### src/rtl/car_l2_pkg.sv
// Shared types and constants for the L2 ECC scrubber: FSM state encoding and
// error-counter width.
package car_l2_pkg;

  localparam int unsigned CntWidth = 16;

  typedef logic [2:0] scrub_state_e;

  localparam scrub_state_e StIdle  = 3'd0;
  localparam scrub_state_e StWait  = 3'd1;
  localparam scrub_state_e StRead  = 3'd2;
  localparam scrub_state_e StResp  = 3'd3;
  localparam scrub_state_e StWrite = 3'd4;

endpackage

### src/rtl/l2_scrub_satcnt.sv
// Saturating up-counter with synchronous clear; clear wins over increment.
module l2_scrub_satcnt
  import car_l2_pkg::*;
#(
  parameter int unsigned Width = CntWidth
) (
  input  logic             clk_i,
  input  logic             rst_ni,
  input  logic             clear_i,
  input  logic             inc_i,
  output logic [Width-1:0] count_o
);

  logic [Width-1:0] count_reg;

  always_ff @(posedge clk_i or negedge rst_ni) begin
    if (!rst_ni) begin
      count_reg <= '0;
    end else if (clear_i) begin
      count_reg <= '0;
    end else if (inc_i && (count_reg != {Width{1'b1}})) begin
      count_reg <= count_reg + 1'b1;
    end
  end

  assign count_o = count_reg;

endmodule

### src/rtl/l2_ecc_scrubber.sv
// Background ECC scrubber for one L2 bank, sharing the bank port with functional
// traffic. Optional anti-starvation override: define L2_SCRUB_ANTISTARVE_EN.
module l2_ecc_scrubber
  import car_l2_pkg::*;
#(
  parameter int unsigned NumWords      = 16384,
  parameter int unsigned DataWidth     = 64,
  parameter int unsigned IntervalWidth = 16,
  parameter int unsigned StarveMax     = 64,
  localparam int unsigned AW           = $clog2(NumWords)
) (
  input  logic                     clk_i,
  input  logic                     rst_ni,
  input  logic                     enable_i,
  input  logic [IntervalWidth-1:0] interval_i,
  input  logic                     clear_i,
  input  logic                     func_req_i,
  input  logic                     func_we_i,
  input  logic [AW-1:0]            func_addr_i,
  input  logic [DataWidth-1:0]     func_wdata_i,
  output logic                     func_gnt_o,
  output logic                     func_rvalid_o,
  output logic [DataWidth-1:0]     func_rdata_o,
  output logic                     bank_req_o,
  output logic                     bank_we_o,
  output logic [AW-1:0]            bank_addr_o,
  output logic [DataWidth-1:0]     bank_wdata_o,
  input  logic                     bank_gnt_i,
  input  logic                     bank_rvalid_i,
  input  logic [DataWidth-1:0]     bank_rdata_i,
  input  logic                     bank_serr_i,
  input  logic                     bank_merr_i,
  output logic [CntWidth-1:0]      corr_count_o,
  output logic [CntWidth-1:0]      uncorr_count_o,
  output logic                     sweep_done_o
);

  scrub_state_e           state_reg, state_next;
  logic [IntervalWidth-1:0] cnt_reg, cnt_next;
  logic [AW-1:0]          addr_reg, addr_next;
  logic [DataWidth-1:0]   wb_data_reg;
  logic                   owner_reg;
  logic                   sweep_reg;

  logic scrub_req, sel_scrub, scrub_gnt, starve_force;
  logic fw_hit, resp_serr, resp_merr, op_done, addr_last;

  assign scrub_req = (state_reg == StRead) || (state_reg == StWrite);
  assign sel_scrub = scrub_req && (!func_req_i || starve_force);
  assign scrub_gnt = sel_scrub && bank_gnt_i;

  assign func_gnt_o   = bank_gnt_i && func_req_i && !sel_scrub;
  assign bank_req_o   = func_req_i || scrub_req;
  assign bank_we_o    = sel_scrub ? (state_reg == StWrite) : func_we_i;
  assign bank_addr_o  = sel_scrub ? addr_reg : func_addr_i;
  assign bank_wdata_o = sel_scrub ? wb_data_reg : func_wdata_i;

  // Responses to scrubber reads never leak onto the functional port.
  assign func_rvalid_o = bank_rvalid_i && !owner_reg;
  assign func_rdata_o  = func_rvalid_o ? bank_rdata_i : '0;

  assign fw_hit    = func_gnt_o && func_we_i && (func_addr_i == addr_reg);
  assign resp_serr = (state_reg == StResp) && bank_rvalid_i && bank_serr_i;
  assign resp_merr = (state_reg == StResp) && bank_rvalid_i && bank_merr_i;
  assign addr_last = (addr_reg == AW'(NumWords - 1));

`ifdef L2_SCRUB_ANTISTARVE_EN
  localparam int unsigned SW = $clog2(StarveMax + 1);
  logic [SW-1:0] starve_reg;

  assign starve_force = (starve_reg == SW'(StarveMax));

  always_ff @(posedge clk_i or negedge rst_ni) begin
    if (!rst_ni) begin
      starve_reg <= '0;
    end else if (scrub_gnt) begin
      starve_reg <= '0;
    end else if (scrub_req && !starve_force) begin
      starve_reg <= starve_reg + 1'b1;
    end
  end
`else
  assign starve_force = 1'b0 && (StarveMax != 0);
`endif

  always_comb begin
    state_next = state_reg;
    cnt_next   = cnt_reg;
    op_done    = 1'b0;
    case (state_reg)
      StIdle: begin
        if (enable_i) begin
          state_next = StWait;
          cnt_next   = interval_i;
        end
      end
      StWait: begin
        // Leaving on the count that decrements to zero keeps WAIT exactly
        // interval_i cycles long (minimum one).
        if (!enable_i) begin
          state_next = StIdle;
        end else if (cnt_reg <= IntervalWidth'(1)) begin
          state_next = StRead;
        end else begin
          cnt_next = cnt_reg - 1'b1;
        end
      end
      StRead: begin
        if (scrub_gnt) state_next = StResp;
      end
      StResp: begin
        if (resp_serr && !fw_hit) begin
          state_next = StWrite;
        end else begin
          state_next = StWait;
          cnt_next   = interval_i;
          op_done    = 1'b1;
        end
      end
      StWrite: begin
        // A functional write to the same word makes our corrected copy stale.
        if (scrub_gnt || fw_hit) begin
          state_next = StWait;
          cnt_next   = interval_i;
          op_done    = 1'b1;
        end
      end
      default: state_next = StIdle;
    endcase
  end

  always_comb begin
    addr_next = addr_reg;
    if (op_done) addr_next = addr_last ? '0 : addr_reg + 1'b1;
  end

  always_ff @(posedge clk_i or negedge rst_ni) begin
    if (!rst_ni) begin
      state_reg   <= StIdle;
      cnt_reg     <= '0;
      addr_reg    <= '0;
      wb_data_reg <= '0;
      owner_reg   <= 1'b0;
      sweep_reg   <= 1'b0;
    end else begin
      state_reg <= state_next;
      cnt_reg   <= cnt_next;
      addr_reg  <= addr_next;
      sweep_reg <= op_done && addr_last;
      if (state_reg == StResp) wb_data_reg <= bank_rdata_i;
      if (bank_req_o && bank_gnt_i && !bank_we_o) owner_reg <= sel_scrub;
    end
  end

  assign sweep_done_o = sweep_reg;

  logic [1:0]          cnt_inc;
  logic [CntWidth-1:0] cnt_val [2];

  assign cnt_inc = {resp_merr, resp_serr};

  for (genvar gi = 0; gi < 2; gi++) begin : g_cnt
    l2_scrub_satcnt #(
      .Width(CntWidth)
    ) u_cnt (
      .clk_i  (clk_i),
      .rst_ni (rst_ni),
      .clear_i(clear_i),
      .inc_i  (cnt_inc[gi]),
      .count_o(cnt_val[gi])
    );
  end

  assign corr_count_o   = cnt_val[0];
  assign uncorr_count_o = cnt_val[1];

endmodule
### config.mk
export PLATFORM = sky130hd
export DESIGN_NAME = l2_ecc_scrubber
export DESIGN_NICKNAME = d
export VERILOG_FILES = /design/src/rtl/car_l2_pkg.sv /design/src/rtl/l2_scrub_satcnt.sv /design/src/rtl/l2_ecc_scrubber.sv
export SDC_FILE = /design/constraint.sdc
export NUM_CORES = 1
export LEC_CHECK = 0
export BUFFER_PORTS_ARGS = -buffer_cell sky130_fd_sc_hd__buf_2
export CAP_MARGIN = 20
export CORE_AREA = 2 2 136 138
export DETAILED_ROUTE_END_ITERATION = 8
export DIE_AREA = 0 0 138 140
export PLACE_DENSITY = 0.78
export SYNTH_ARGS = -nofsm -noshare
export SYNTH_HDL_FRONTEND = slang
export SYNTH_SLANG_ARGS = --single-unit
### constraint.sdc
create_clock -name clk_i -period 6.85 [get_ports clk_i]
set_input_delay 1.37 -clock clk_i [delete_from_list [all_inputs] [get_ports clk_i]]
set_output_delay 1.37 -clock clk_i [all_outputs]
set_load 0.01 [all_outputs]
==> results of run 1 <==
==> power by group through the flow <==
stage | logic (mW) | clock network (mW) | registers [mW]
2_1_floorplan | 0.811 | 0 | 1.15
3_5_place_dp | 1.11 | 0 | 1.24
6_report | 1.11 | 1.03 | 1.23
5_1_grt | 1.25 | 1.09 | 1.26
3_3_place_gp | 1.08 | 0 | 1.23
4_1_cts | 1.12 | 1.05 | 1.23
==> worst paths after layout <==
| path | cells after the start | endpoint | slack (ps) | start |
|---|---|---|---|---|
| setup / recovery | 5 | bank_wdata_o[45] | 2360 | func_req_i |
| hold / removal | 2 | wb_data_reg[8] | 470 | wb_data_reg[8] |
| setup reg to reg | 6 | g_cnt[1].u_cnt.count_o[15] | 3930 | state_reg[0] |
| hold reg to reg | 2 | wb_data_reg[8] | 470 | wb_data_reg[8] |
| max in group asynchronous | 2 | wb_data_reg[22] | 4600 | rst_ni |
| min in group asynchronous | 1 | cnt_reg[14] | 900 | rst_ni |
==> critical path: stages <==
cell and delay [ps]:
sky130_fd_sc_hd__buf_2 140, sky130_fd_sc_hd__nor3_2 150, sky130_fd_sc_hd__buf_4 750, sky130_fd_sc_hd__mux2_2 450, sky130_fd_sc_hd__buf_2 150
==> through the flow <==
step | instances | setup slack [ps]
after floorplan | 869 | 2450
after global placement | 1397 | 2410
after detailed placement | 1398 | 2410
after CTS | 1430 | 2400
after global routing | 1430 | 2260
final | 1431 | 2360
==> cells by family (layout without fill, tap and decap cells) <==
| group | after synthesis | count (layout) | synth area share (%) |
|---|---|---|---|
| mux | 82 | 82 | 12.0 |
| fa+ha+maj | 5 | 5 | 0.813 |
| other cells | 0 | 1 | 0 |
| simple gates | 432 | 432 | 26.3 |
| flops | 131 | 131 | 42.6 |
| buf+inv | 64 | 396 | 3.68 |
| compound gates | 112 | 112 | 9.64 |
| xor+xnor | 43 | 43 | 4.90 |
==> routing by layer <==
layer | vias up | global-route usage, % | part of all wire [%]
met2 | 325 | 39.9 | 49
met4 | 0 | 9.08 | 2.6
met1 | 3507 | 30.7 | 42
li1 | 3590 | - | -
met5 | - | 0 | 0
met3 | 43 | 5.95 | 7.1
==> cells in the final DEF (no fill, tap or decap), types with 3 or more instances in the layout <==
| master | Yosys | layout |
|---|---|---|
| sky130_fd_sc_hd__a211oi_1 | 3 | 3 |
| sky130_fd_sc_hd__nand2_1 | 224 | 224 |
| sky130_fd_sc_hd__clkbuf_8 | 1 | 4 |
| sky130_fd_sc_hd__a21oi_1 | 29 | 29 |
| sky130_fd_sc_hd__nand4_1 | 14 | 14 |
| sky130_fd_sc_hd__buf_4 | 1 | 5 |
| sky130_fd_sc_hd__clkinv_4 | 0 | 3 |
| sky130_fd_sc_hd__clkinvlp_4 | 0 | 3 |
| sky130_fd_sc_hd__a211oi_2 | 3 | 3 |
| sky130_fd_sc_hd__nor2_1 | 49 | 49 |
| sky130_fd_sc_hd__o22ai_1 | 6 | 6 |
| sky130_fd_sc_hd__nor3_1 | 12 | 11 |
| sky130_fd_sc_hd__a31oi_1 | 4 | 4 |
| sky130_fd_sc_hd__nor4_1 | 8 | 8 |
| sky130_fd_sc_hd__and4_1 | 5 | 5 |
| sky130_fd_sc_hd__ha_1 | 5 | 5 |
| sky130_fd_sc_hd__xnor2_1 | 17 | 17 |
| sky130_fd_sc_hd__or3_1 | 10 | 10 |
| sky130_fd_sc_hd__nor2b_1 | 4 | 3 |
| sky130_fd_sc_hd__a22oi_1 | 6 | 6 |
| sky130_fd_sc_hd__and3_1 | 3 | 3 |
| sky130_fd_sc_hd__xor2_1 | 26 | 26 |
| sky130_fd_sc_hd__inv_1 | 12 | 12 |
| sky130_fd_sc_hd__and2_1 | 70 | 70 |
| sky130_fd_sc_hd__o22a_1 | 4 | 4 |
| sky130_fd_sc_hd__nand3_1 | 20 | 20 |
| sky130_fd_sc_hd__clkbuf_16 | 0 | 17 |
| sky130_fd_sc_hd__mux2_2 | 79 | 79 |
| sky130_fd_sc_hd__o21ai_0 | 30 | 30 |
| sky130_fd_sc_hd__bufinv_16 | 0 | 5 |
| sky130_fd_sc_hd__o21a_1 | 5 | 5 |
| sky130_fd_sc_hd__dfrtp_1 | 131 | 131 |
| sky130_fd_sc_hd__or4_1 | 5 | 5 |
| sky130_fd_sc_hd__buf_2 | 4 | 345 |
==> final cells by class <==
class	instances	area share (%)
Clock inverter	11	1.94
Sequential cell	131	32.0
Antenna cell	1	0.0244
Inverter	12	0.440
Clock buffer	21	4.69
Timing Repair Buffer	352	17.6
Multi-Input combinational cell	674	40.5
Tap cell	229	2.80
==> metrics.md, run 1 <==
| Metric | Value |
|---|---|
| Antenna violations before repair | `1` |
| Arrival time of data at the critical path endpoint | `roughly 3100 ps` |
| Number of synthesized flops with an enable pin | `0` |
| Clock root buffer | `sky130_fd_sc_hd__clkbuf_16` |
| RePlAce Congestion | `between 0.8 and 0.9` |
| RSZ-0062 raised after global routing | `no` |
| CTS-repair resized insts | `0` |
| Post-route DRC violation count | `0` |
| Count of final max-slew check failures | `0` |
| Final setup vio count | `0` |
| Share of power burned in combinational logic | `32.9%` |
| Largest cells by area after synthesis | `sky130_fd_sc_hd__dfrtp_1 (43%), sky130_fd_sc_hd__mux2_2 (12%), sky130_fd_sc_hd__nand2_1 (11%)` |
| Filler cell count | `1597` |
| First-iteration detailed-routing DRC count | `about 490` |
| Global-route wire length before repair | `roughly 38 mm` |
| Die area | `approximately 19000 sq um` |
| Fraction of power consumed by the clock network | `30.6%` |
| Maximum achievable frequency | `0.223 GHz` |
| DRT antenna net count | `0` |
| Slew @ Worst Pin | `1040 ps` |
| Net count after synthesis | `roughly 1000` |
| Average size of a mapped cell | `8.85 sq um` |
| FF+latch count, synth | `131` |
| Via-per-instance ratio | `around 5.2` |
| IO buf count | `~350` |
| CTS buffer count | `17` |
| Clock tree from TritonCTS | `built` |
| Horizontal die dimension | `about 140 um` |
| Number of nets at the end of the flow | `1361` |
| Setup total negative slack | `0 ps` |
| Commonest cells post-synth | `sky130_fd_sc_hd__nand2_1 (224), sky130_fd_sc_hd__dfrtp_1 (131), sky130_fd_sc_hd__mux2_2 (79), sky130_fd_sc_hd__and2_1 (70), sky130_fd_sc_hd__nor2_1 (49)` |
| Final period util | `65.5%` |
| Layout overhead on the synthesized area | `33.1%` |
| Hpwl dp | `17.6 mm` |
| Reported net switching power | `1.18 mW` |
| Post-CTS Setup Inserts | `0` |
| Sequential cell area in the final layout | `3280 sq um` |
| Count leader, synth | `sky130_fd_sc_hd__nand2_1` |
| Clock edge transition at the registers on the reported setup and hold paths | `60 ps` |
| Clk buf depth | `2` |
| Run status | `completed` |
| Minimum clock period after layout | `4490 ps` |
| Largest register FFs | `64` |
| TritonCTS Sinks | `131` |
| Height of the die | `140 um` |
| Count of final hold-check violations | `0` |
| Area used by multi-input combinational logic | `4150 sq um` |
| Total vias in the final route | `7465` |
| Critical path startpoint category | `input pin` |
| Most used flip-flop cell after synthesis | `sky130_fd_sc_hd__dfrtp_1` |
| Power Total | `3.37 mW` |
| WL/cell | `16.4 um` |
| Maximum number of pins on one net before global-route repair | `80` |
| Instance area after placement | `9560 sq um` |
| Post-synth cell types | `58` |
| Maximum resistive drop on vdd | `0.205 mV` |
| Post-Route Hold Slack | `roughly 470 ps` |
| Share of post-route cells with drive strength above 1 | `39.9%` |
| Post-route core utilization | `57.6%` |
| Path type of the worst setup path | `input pin to primary output` |
| Switching fraction of total power | `approximately a third` |
| Total wire length after detailed routing | `23.5 mm` |
| Power density relative to cell area | `approximately 330 nW/um^2` |
| Overall routing resource usage | `24.1%` |
| Area of the mapped netlist | `7690 sq um` |
| Total number of placement rows | `slightly below 50` |
| Initial Utilization | `approximately 43%` |
| Highest net fanout along the worst path | `79` |
| # hold bufs at CTS | `0` |
| Post-synthesis sequential area ratio | `a little over two fifths` |
| Top Ports | `347` |
| Pint | `2.19 mW` |
| Static Leak | `roughly 5.2 nW` |
| Post-Synthesis Cells | `869` |
| Max transition margin | `a little under a third` |
| Required time at the endpoint of the critical path | `5480 ps` |
| Via count of the first global-routing pass | `approximately 7200` |
| Insertion delay of the later-clocked pin in the worst-skew pair | `between 400 and 500 ps` |
| Crit path capture type | `primary output` |
| HP Class | `register to register` |
| Seq pwr share | `36.5%` |
| Clk_skew | `9.95 ps` |
| Final global-route overflow total | `0` |
| H-tree depth | `4` |
| Initial DRT Pass Iterations | `4` |
| Number of warnings printed during yosys synthesis | `0` |
| Area of the core region | `17800 sq um` |
| Asr flop ratio synth | `100%` |
| Synth area leader | `sky130_fd_sc_hd__dfrtp_1` |
| Final design area excluding fillers | `10200 sq um` |
| Max-cap viol count | `0` |
| Area fraction of the dominant cell type after synthesis | `42.6%` |
(Power assumes the default switching activity.)
==> inputs of run 2 (changes only) <==
--- a/config.mk
+++ b/config.mk
@@ -5,12 +5,13 @@
 export SDC_FILE = /design/constraint.sdc
 export NUM_CORES = 1
 export LEC_CHECK = 0
+export ABC_AREA = 1
 export BUFFER_PORTS_ARGS = -buffer_cell sky130_fd_sc_hd__buf_2
 export CAP_MARGIN = 20
-export CORE_AREA = 2 2 136 138
+export CORE_AREA = 2 2 137 139
 export DETAILED_ROUTE_END_ITERATION = 8
-export DIE_AREA = 0 0 138 140
-export PLACE_DENSITY = 0.78
+export DIE_AREA = 0 0 139 141
+export PLACE_DENSITY = 0.8
 export SYNTH_ARGS = -nofsm -noshare
 export SYNTH_HDL_FRONTEND = slang
 export SYNTH_SLANG_ARGS = --single-unit
==> constraint.sdc (replaced) <==
create_clock -name clk_i -period 4.65 [get_ports clk_i]
set_input_delay 0.93 -clock clk_i [delete_from_list [all_inputs] [get_ports clk_i]]
set_output_delay 0.93 -clock clk_i [all_outputs]
set_load 0.01 [all_outputs]
==> run 2 against run 1 <==
  * Register-to-register slack got worse by 2200 ps
  * Combinational power rose by 95%
  * Core utilization increased by 0.22 points
  * Power rose by 55%
  * Worst hold slack gained 17 ps
  * Flip-flop and latch count unchanged
  * Critical path depth increased by 2
  * Final cell count rose by 28%
  * Sequential power up 54%
  * Count of clock-buffer cells in the layout is 2 higher
  * Largest cell class unchanged
  * Largest power group is now combinational logic
==> metrics.md, run 2 <==
| Metric | Value |
|---|---|
| Crit. path cell count | `7 (+2)` |
| H-tree depth | `4 (unchanged)` |
| Initial Utilization | `44.7% (+1.5 points)` |
| Largest register FFs | `64 (unchanged)` |
| Post-CTS Setup Inserts | `0 (unchanged)` |
| Total wire length after detailed routing | `26.1 mm (+11%)` |
| Synth area leader | `sky130_fd_sc_hd__dfrtp_1` |
| Commonest cells post-synth | `sky130_fd_sc_hd__nand2_1 (493), sky130_fd_sc_hd__nor2_1 (140), sky130_fd_sc_hd__inv_1 (134), sky130_fd_sc_hd__dfrtp_1 (131), sky130_fd_sc_hd__o21ai_0 (110)` |
| Final global-route overflow total | `0 (unchanged)` |
| Height of the die | `141 um (+0.71%)` |
| Die area | `19600 sq um (+1.4%)` |
| Maximum number of pins on one net before global-route repair | `130 (+63%)` |
| Highest net fanout along the worst path | `91 (+15%)` |
| R2r worst-path depth | `11 (+5)` |
| CTS-repair resized insts | `0 (unchanged)` |
| # hold bufs at CTS | `0 (unchanged)` |
| Via count of the first global-routing pass | `8338 (+16%)` |
| Top Ports | `347 (unchanged)` |
| TritonCTS Sinks | `131 (unchanged)` |
| Asr flop ratio synth | `100% (unchanged)` |
| Commonest non-fill, non-tap cell in the layout | `sky130_fd_sc_hd__nand2_1` |
| Setup Slack @ Placement | `1270 ps (-1140 ps)` |
| Power Total | `5.24 mW (+55%)` |
| Count of final max-slew check failures | `0 (unchanged)` |
| Initial DRT Pass Iterations | `5 (+1)` |
| Total number of placement rows | `50 (+2.0%)` |
| Clock edge transition at the registers on the reported setup and hold paths | `60 ps (about the same)` |
| Ordered cell list for the critical path | `nor2_1, nand2_1, a21oi_4, buf_4, nand2_1, nand2_1, buf_2` |
| Post-route DRC violation count | `0 (unchanged)` |
| Setup total negative slack | `0 ps (unchanged)` |
| Count of final hold-check violations | `0 (unchanged)` |
| Crit path capture type | `primary output` |
| Layout overhead on the synthesized area | `29.2%` |
| Number of nets at the end of the flow | `1748 (+28%)` |
| Average size of a mapped cell | `6.51 sq um (-27%)` |
| Post-synth cell types | `38 (-34%)` |
| Max-cap viol count | `0 (unchanged)` |
| Most used flip-flop cell after synthesis | `sky130_fd_sc_hd__dfrtp_1` |
| Number of warnings printed during yosys synthesis | `0 (unchanged)` |
| Final setup vio count | `0 (unchanged)` |
| Overall routing resource usage | `26.1% (+2.0 points)` |
| DRT antenna net count | `0 (unchanged)` |
| Largest stage delay on the critical path | `670 ps (-80 ps)` |
| IO buf count | `346 (unchanged)` |
| Power density relative to cell area | `497 nW/um^2 (+51%)` |
| Clk_skew | `12.3 ps (+2.36 ps)` |
| Clock root buffer | `sky130_fd_sc_hd__clkbuf_16` |
| Via-per-instance ratio | `5.02 (-3.8%)` |
| Post-Synthesis Cells | `1256 (+45%)` |
| Global-route wire length before repair | `41.2 mm (+9.5%)` |
| Filler cell count | `1760 (+10%)` |
| Final period util | `77.2%` |
| Routed length on met2 | `12.6 mm (+10%)` |
| Max transition margin | `25.8% (-4.9 points)` |
| Maximum resistive drop on vdd | `0.539 mV (+160%)` |
| Post-Route Hold Slack | `486 ps (+17.1 ps)` |
| Met3 wirelength from detailed routing | `1.90 mm (+14%)` |
| Wl on met1 | `11.0 mm (+12%)` |
| Area of the mapped netlist | `8170 sq um (+6.2%)` |
| HP Class | `register to register` |
| Number of cells on the worst hold path | `2 (unchanged)` |
| Horizontal die dimension | `139 um (+0.72%)` |
| WL/cell | `14.3 um (-13%)` |
| Count leader, synth | `sky130_fd_sc_hd__nand2_1` |
| Family of cells with the greatest summed delay on the critical path | `buffers and inverters` |
| Critical path startpoint category | `register` |
| Largest cells by area after synthesis | `sky130_fd_sc_hd__dfrtp_1 (40%), sky130_fd_sc_hd__nand2_1 (23%), sky130_fd_sc_hd__o21ai_0 (6.7%)` |
| Antenna violations before repair | `3 (+2)` |
| Count of buffering cells on the critical path with inverters included | `2 (-1)` |
| Clock tree from TritonCTS | `built` |
| Clk buf depth | `2 (unchanged)` |
| First-iteration detailed-routing DRC count | `715 (+45%)` |
| FF+latch count, synth | `131 (unchanged)` |
| Most used cells in the layout excluding fill and tap cells | `sky130_fd_sc_hd__nand2_1 (493), sky130_fd_sc_hd__buf_2 (345), sky130_fd_sc_hd__nor2_1 (140), sky130_fd_sc_hd__inv_1 (134), sky130_fd_sc_hd__dfrtp_1 (131)` |
| Number of synthesized flops with an enable pin | `0 (unchanged)` |
| Post-route worst setup slack | `1060 ps (-1300 ps)` |
| Minimum clock period after layout | `between 3000 and 4000 ps` |
| Insertion delay of the later-clocked pin in the worst-skew pair | `420 ps (about the same)` |
| Share of post-route cells with drive strength above 1 | `25.8% (-14 points)` |
| RSZ-0062 raised after global routing | `no` |
| Area fraction of the dominant cell type after synthesis | `40.1% (-2.5 points)` |
| Slew @ Worst Pin | `1110 ps (+73.5 ps)` |
| RePlAce Congestion | `0.977 (+14%)` |
| Total vias in the final route | `9156 (+23%)` |
| Post-synthesis sequential area ratio | `40.1% (-2.5 points)` |
| Net count after synthesis | `1429 (+37%)` |
| Most prevalent standard cell on the critical path | `sky130_fd_sc_hd__nand2_1` |
| Arrival time of data at the critical path endpoint | `2660 ps (-460 ps)` |
| Run status | `completed` |
| Maximum achievable frequency | `0.279 GHz` |
| Static Leak | `6.06 nW (+17%)` |
| Path type of the worst setup path | `register to primary output` |
| Top routing layer in use | `met4` |
| Standard cell with the maximum stage delay on the critical path | `sky130_fd_sc_hd__buf_4` |
| Area of the core region | `18300 sq um (+2.7%)` |
| Required time at the endpoint of the critical path | `3720 ps (-1760 ps)` |
| Hpwl dp | `19.8 mm (+13%)` |
| CTS buffer count | `17 (unchanged)` |
==> run 2: tightest hold or removal path, stage by stage (launching register included) <==
cell and delay (ps):
sky130_fd_sc_hd__dfrtp_1 340, sky130_fd_sc_hd__nand2_1 50, sky130_fd_sc_hd__o21ai_0 60
==> run 2: cell families after synthesis <==
logic type      after synthesis  share of synthesized area, %
buf+inv                     201                          9.71
fa+ha+maj                     5                         0.766
xor+xnor                     26                          2.79
compound gates              149                          9.85
flops                       131                          40.1
simple gates                744                          36.8
==> run 2: cell type report <==
class / instances / area (sq um) / share of cell area (%)
inverters: 149 / 559 / 5.30
clock buffers: 23 / 458 / 4.34
flip-flops and latches: 131 / 3280 / 31.0
well taps: 234 / 293 / 2.77
clock inverters: 9 / 58.8 / 0.557
multi-input cells: 924 / 4120 / 39.0
diodes: 3 / 7.51 / 0.0711
repair buffers: 352 / 1780 / 16.9
==> run 2: stage by stage <==
stage | util, % | instances | area (sq um)
floorplan | - | 1256 | 8170
global placement | 54.9 | 1790 | 10000
detailed placement | 54.9 | 1790 | 10000
CTS | 57.8 | 1822 | 10600
global route | 57.8 | 1825 | 10600
finish | 57.8 | 1825 | 10600
==> run 2: layer usage <==
metal  up-vias  GRT usage [%]
met5         -              0
met4         0           10.3
met3        55           5.77
met2       386           43.3
met1      4181           33.4
li1       4534              -
==> run 2: final timing paths <==
check / start / to / slack, ps
min reg2reg: wb_data_reg[57] / wb_data_reg[57] / 490
min: wb_data_reg[57] / wb_data_reg[57] / 490
min in group asynchronous: rst_ni / addr_reg[5] / 540
max in group asynchronous: rst_ni / g_cnt[0].u_cnt.count_o[14] / 3210
max reg2reg: state_reg[1] / cnt_reg[9] / 1710
max: state_reg[1] / bank_wdata_o[38] / 1060
==> run 2: where the power goes <==
| part | switching [mW] | internal (mW) | leakage, nW |
|---|---|---|---|
| Sequential | 0.341 | 1.55 | 1.68 |
| Combinational | 1.40 | 0.754 | 4.13 |
| Clock | 0.502 | 0.692 | 0.243 |
==> inputs of run 3 (changes only) <==
==> constraint.sdc (replaced) <==
create_clock -name clk_i -period 3.35 [get_ports clk_i]
set_input_delay 0.67 -clock clk_i [delete_from_list [all_inputs] [get_ports clk_i]]
set_output_delay 0.67 -clock clk_i [all_outputs]
set_load 0.01 [all_outputs]
==> run 3 against run 2 <==
  * Non-clock buffer count is 8 higher
  * Final cell count increased by 0.33%
  * Highest routed layer unchanged
  * Sequential share of layout area decreased by 0.57 points
  * Cell area rose by 1.9%
  * Clock skew shrank 5.2 ps
==> metrics.md, run 3 (synthesis results as in run 2) <==
| Metric | Value |
|---|---|
| Reg2Reg Setup Slack | `660 ps (-1050 ps)` |
| Count of final hold-check violations | `0 (unchanged)` |
| CTS-repair resized insts | `0 (unchanged)` |
| TritonCTS Sinks | `131 (unchanged)` |
| Clock root buffer | `sky130_fd_sc_hd__clkbuf_16` |
| Static Leak | `6.16 nW (+1.8%)` |
| Power Total | `7.66 mW (+46%)` |
| Maximum resistive drop on vdd | `0.519 mV (-3.7%)` |
| Horizontal die dimension | `139 um (unchanged)` |
| Path type of the worst setup path | `register to primary output` |
| Final setup vio count | `0 (unchanged)` |
| Final period util | `92.1%` |
| Die area | `19600 sq um (unchanged)` |
| CTS buffer count | `17 (unchanged)` |
| Final global-route overflow total | `0 (unchanged)` |
| Minimum clock period after layout | `a little over 3000 ps` |
| Run status | `completed` |
| Crit Reg-Reg Startpoint | `state_reg[1]` |
| Total vias in the final route | `9106 (-0.55%)` |
| Global-route wire length before repair | `41.4 mm (+0.52%)` |
| Critical path startpoint category | `register` |
| Share of post-route cells with drive strength above 1 | `26.5% (+0.69 points)` |
| Setup total negative slack | `0 ps (unchanged)` |
| Most used cells in the layout excluding fill and tap cells | `sky130_fd_sc_hd__nand2_1 (493), sky130_fd_sc_hd__buf_2 (345), sky130_fd_sc_hd__nor2_1 (140), sky130_fd_sc_hd__inv_1 (134), sky130_fd_sc_hd__dfrtp_1 (131)` |
| IO buf count | `346 (unchanged)` |
| Count of final max-slew check failures | `0 (unchanged)` |
| Clock edge transition at the registers on the reported setup and hold paths | `60 ps (about the same)` |
| Commonest non-fill, non-tap cell in the layout | `sky130_fd_sc_hd__nand2_1` |
| RSZ-0062 raised after global routing | `no` |
| Slew @ Worst Pin | `682 ps (-430 ps)` |
| Height of the die | `141 um (unchanged)` |
| Via-per-instance ratio | `4.97 (-0.87%)` |
| Largest register FFs | `64 (unchanged)` |
| Antenna violations before repair | `2 (-1)` |
| Power density relative to cell area | `712 nW/um^2 (+43%)` |
| Max transition margin | `54.5% (+29 points)` |
| Total wire length after detailed routing | `26.6 mm (+1.9%)` |
| Post-route DRC violation count | `0 (unchanged)` |
| Crit path capture type | `primary output` |
| Maximum achievable frequency | `0.324 GHz` |
| R2r worst-path depth | `11 (unchanged)` |
| Highest net fanout along the worst path | `91 (unchanged)` |
| Post-CTS Setup Inserts | `0 (unchanged)` |
| Top Ports | `347 (unchanged)` |
| First-iteration detailed-routing DRC count | `606 (-15%)` |
| Clk_skew | `7.09 ps (-5.22 ps)` |
| Insertion delay of the later-clocked pin in the worst-skew pair | `420 ps (about the same)` |
| Area of the core region | `18300 sq um (unchanged)` |
| DRT antenna net count | `0 (unchanged)` |
| Maximum number of pins on one net before global-route repair | `92 (-29%)` |
| Total number of placement rows | `50 (unchanged)` |
| Initial Utilization | `44.7% (unchanged)` |
| Max-cap viol count | `0 (unchanged)` |
| RePlAce Congestion | `0.997 (+2.0%)` |
| Layout overhead on the synthesized area | `31.7%` |
| Number of nets at the end of the flow | `1756 (+0.46%)` |
| Setup Slack @ Placement | `457 ps (-809 ps)` |
| HP Class | `input pin to asynchronous set/reset pin` |
| Hpwl dp | `20.2 mm (+1.6%)` |
| Worst reg2reg path endpoint | `addr_reg[10]` |
| Post-route worst setup slack | `265 ps (-795 ps)` |
| Via count of the first global-routing pass | `8297 (-0.49%)` |
| H-tree depth | `4 (unchanged)` |
| Clk buf depth | `2 (unchanged)` |
| # hold bufs at CTS | `0 (unchanged)` |
| Overall routing resource usage | `26.3% (+0.19 points)` |
| Clock tree from TritonCTS | `built` |
| Required time at the endpoint of the critical path | `2680 ps (-1040 ps)` |
| Initial DRT Pass Iterations | `5 (unchanged)` |
| WL/cell | `14.6 um (+1.6%)` |
| Arrival time of data at the critical path endpoint | `2410 ps (-250 ps)` |
==> run 3: changes by cell type in the layout (fill, tap and decap cells not counted) <==
cell	previous run	this run
sky130_fd_sc_hd__clkinvlp_4	4	3
sky130_fd_sc_hd__buf_4	6	11
sky130_fd_sc_hd__inv_6	0	3
sky130_fd_sc_hd__clkinv_2	4	2
sky130_fd_sc_hd__buf_12	0	2
sky130_fd_sc_hd__bufinv_16	0	4
sky130_fd_sc_hd__diode_2	3	1
sky130_fd_sc_hd__clkbuf_8	1	0
sky130_fd_sc_hd__clkinv_4	1	3
sky130_fd_sc_hd__buf_6	1	2
sky130_fd_sc_hd__clkbuf_1	5	0
==> run 3: power breakdown <==
group          internal (mW)  switching, mW  total [mW]
clock                   1.25          0.748        2.00
combinational           1.09           1.96        3.05
sequential              2.15          0.458        2.61
==> run 3: final cells by class <==
cell class | count | area (sq um)
Clock inverter | 15 | 205
Timing Repair Buffer | 360 | 1870
Fill cell | 1697 | 7510
Clock buffer | 17 | 425
Tap cell | 234 | 293
Sequential cell | 131 | 3280
Inverter | 149 | 559
Multi-Input combinational cell | 924 | 4120
Antenna cell | 1 | 2.50
==> run 3: worst max path at each step <==
stage / from / end / slack [ps] / depth (start not counted)
after floorplan: state_reg[1] / bank_wdata_o[23] / 1180 / 9
final: state_reg[1] / bank_wdata_o[2] / 270 / 7
after CTS: state_reg[1] / bank_wdata_o[2] / 90 / 7
after global placement: func_req_i / bank_wdata_o[4] / 500 / 6
after global routing: state_reg[1] / bank_wdata_o[60] / 130 / 7
after detailed placement: state_reg[1] / cnt_reg[14] / 460 / 11
==> run 3: routing by layer <==
metal	up-vias	part of all wire (%)	GRT usage, %
met5	-	0	0
met4	0	2.4	9.78
met3	29	7.1	4.89
met2	360	48	43.5
met1	4164	42	34.5
li1	4553	-	-
==> run 3: critical path: stages (launching register included) <==
cell and delay, ps:
sky130_fd_sc_hd__dfrtp_1 440, sky130_fd_sc_hd__nor2_1 200, sky130_fd_sc_hd__nand2_1 150, sky130_fd_sc_hd__a21oi_4 190
sky130_fd_sc_hd__buf_6 520, sky130_fd_sc_hd__nand2_1 210, sky130_fd_sc_hd__nand2_1 110, sky130_fd_sc_hd__buf_2 130
==> run 3: stage by stage <==
step	util [%]	instances	cell area, sq um	hold slack [ps]
2_1_floorplan	-	1256	8170	374
3_3_place_gp	55.3	1797	10100	465
3_5_place_dp	55.4	1798	10100	473
4_1_cts	58.9	1830	10800	185
5_1_grt	58.9	1831	10800	197
6_report	58.9	1831	10800	173
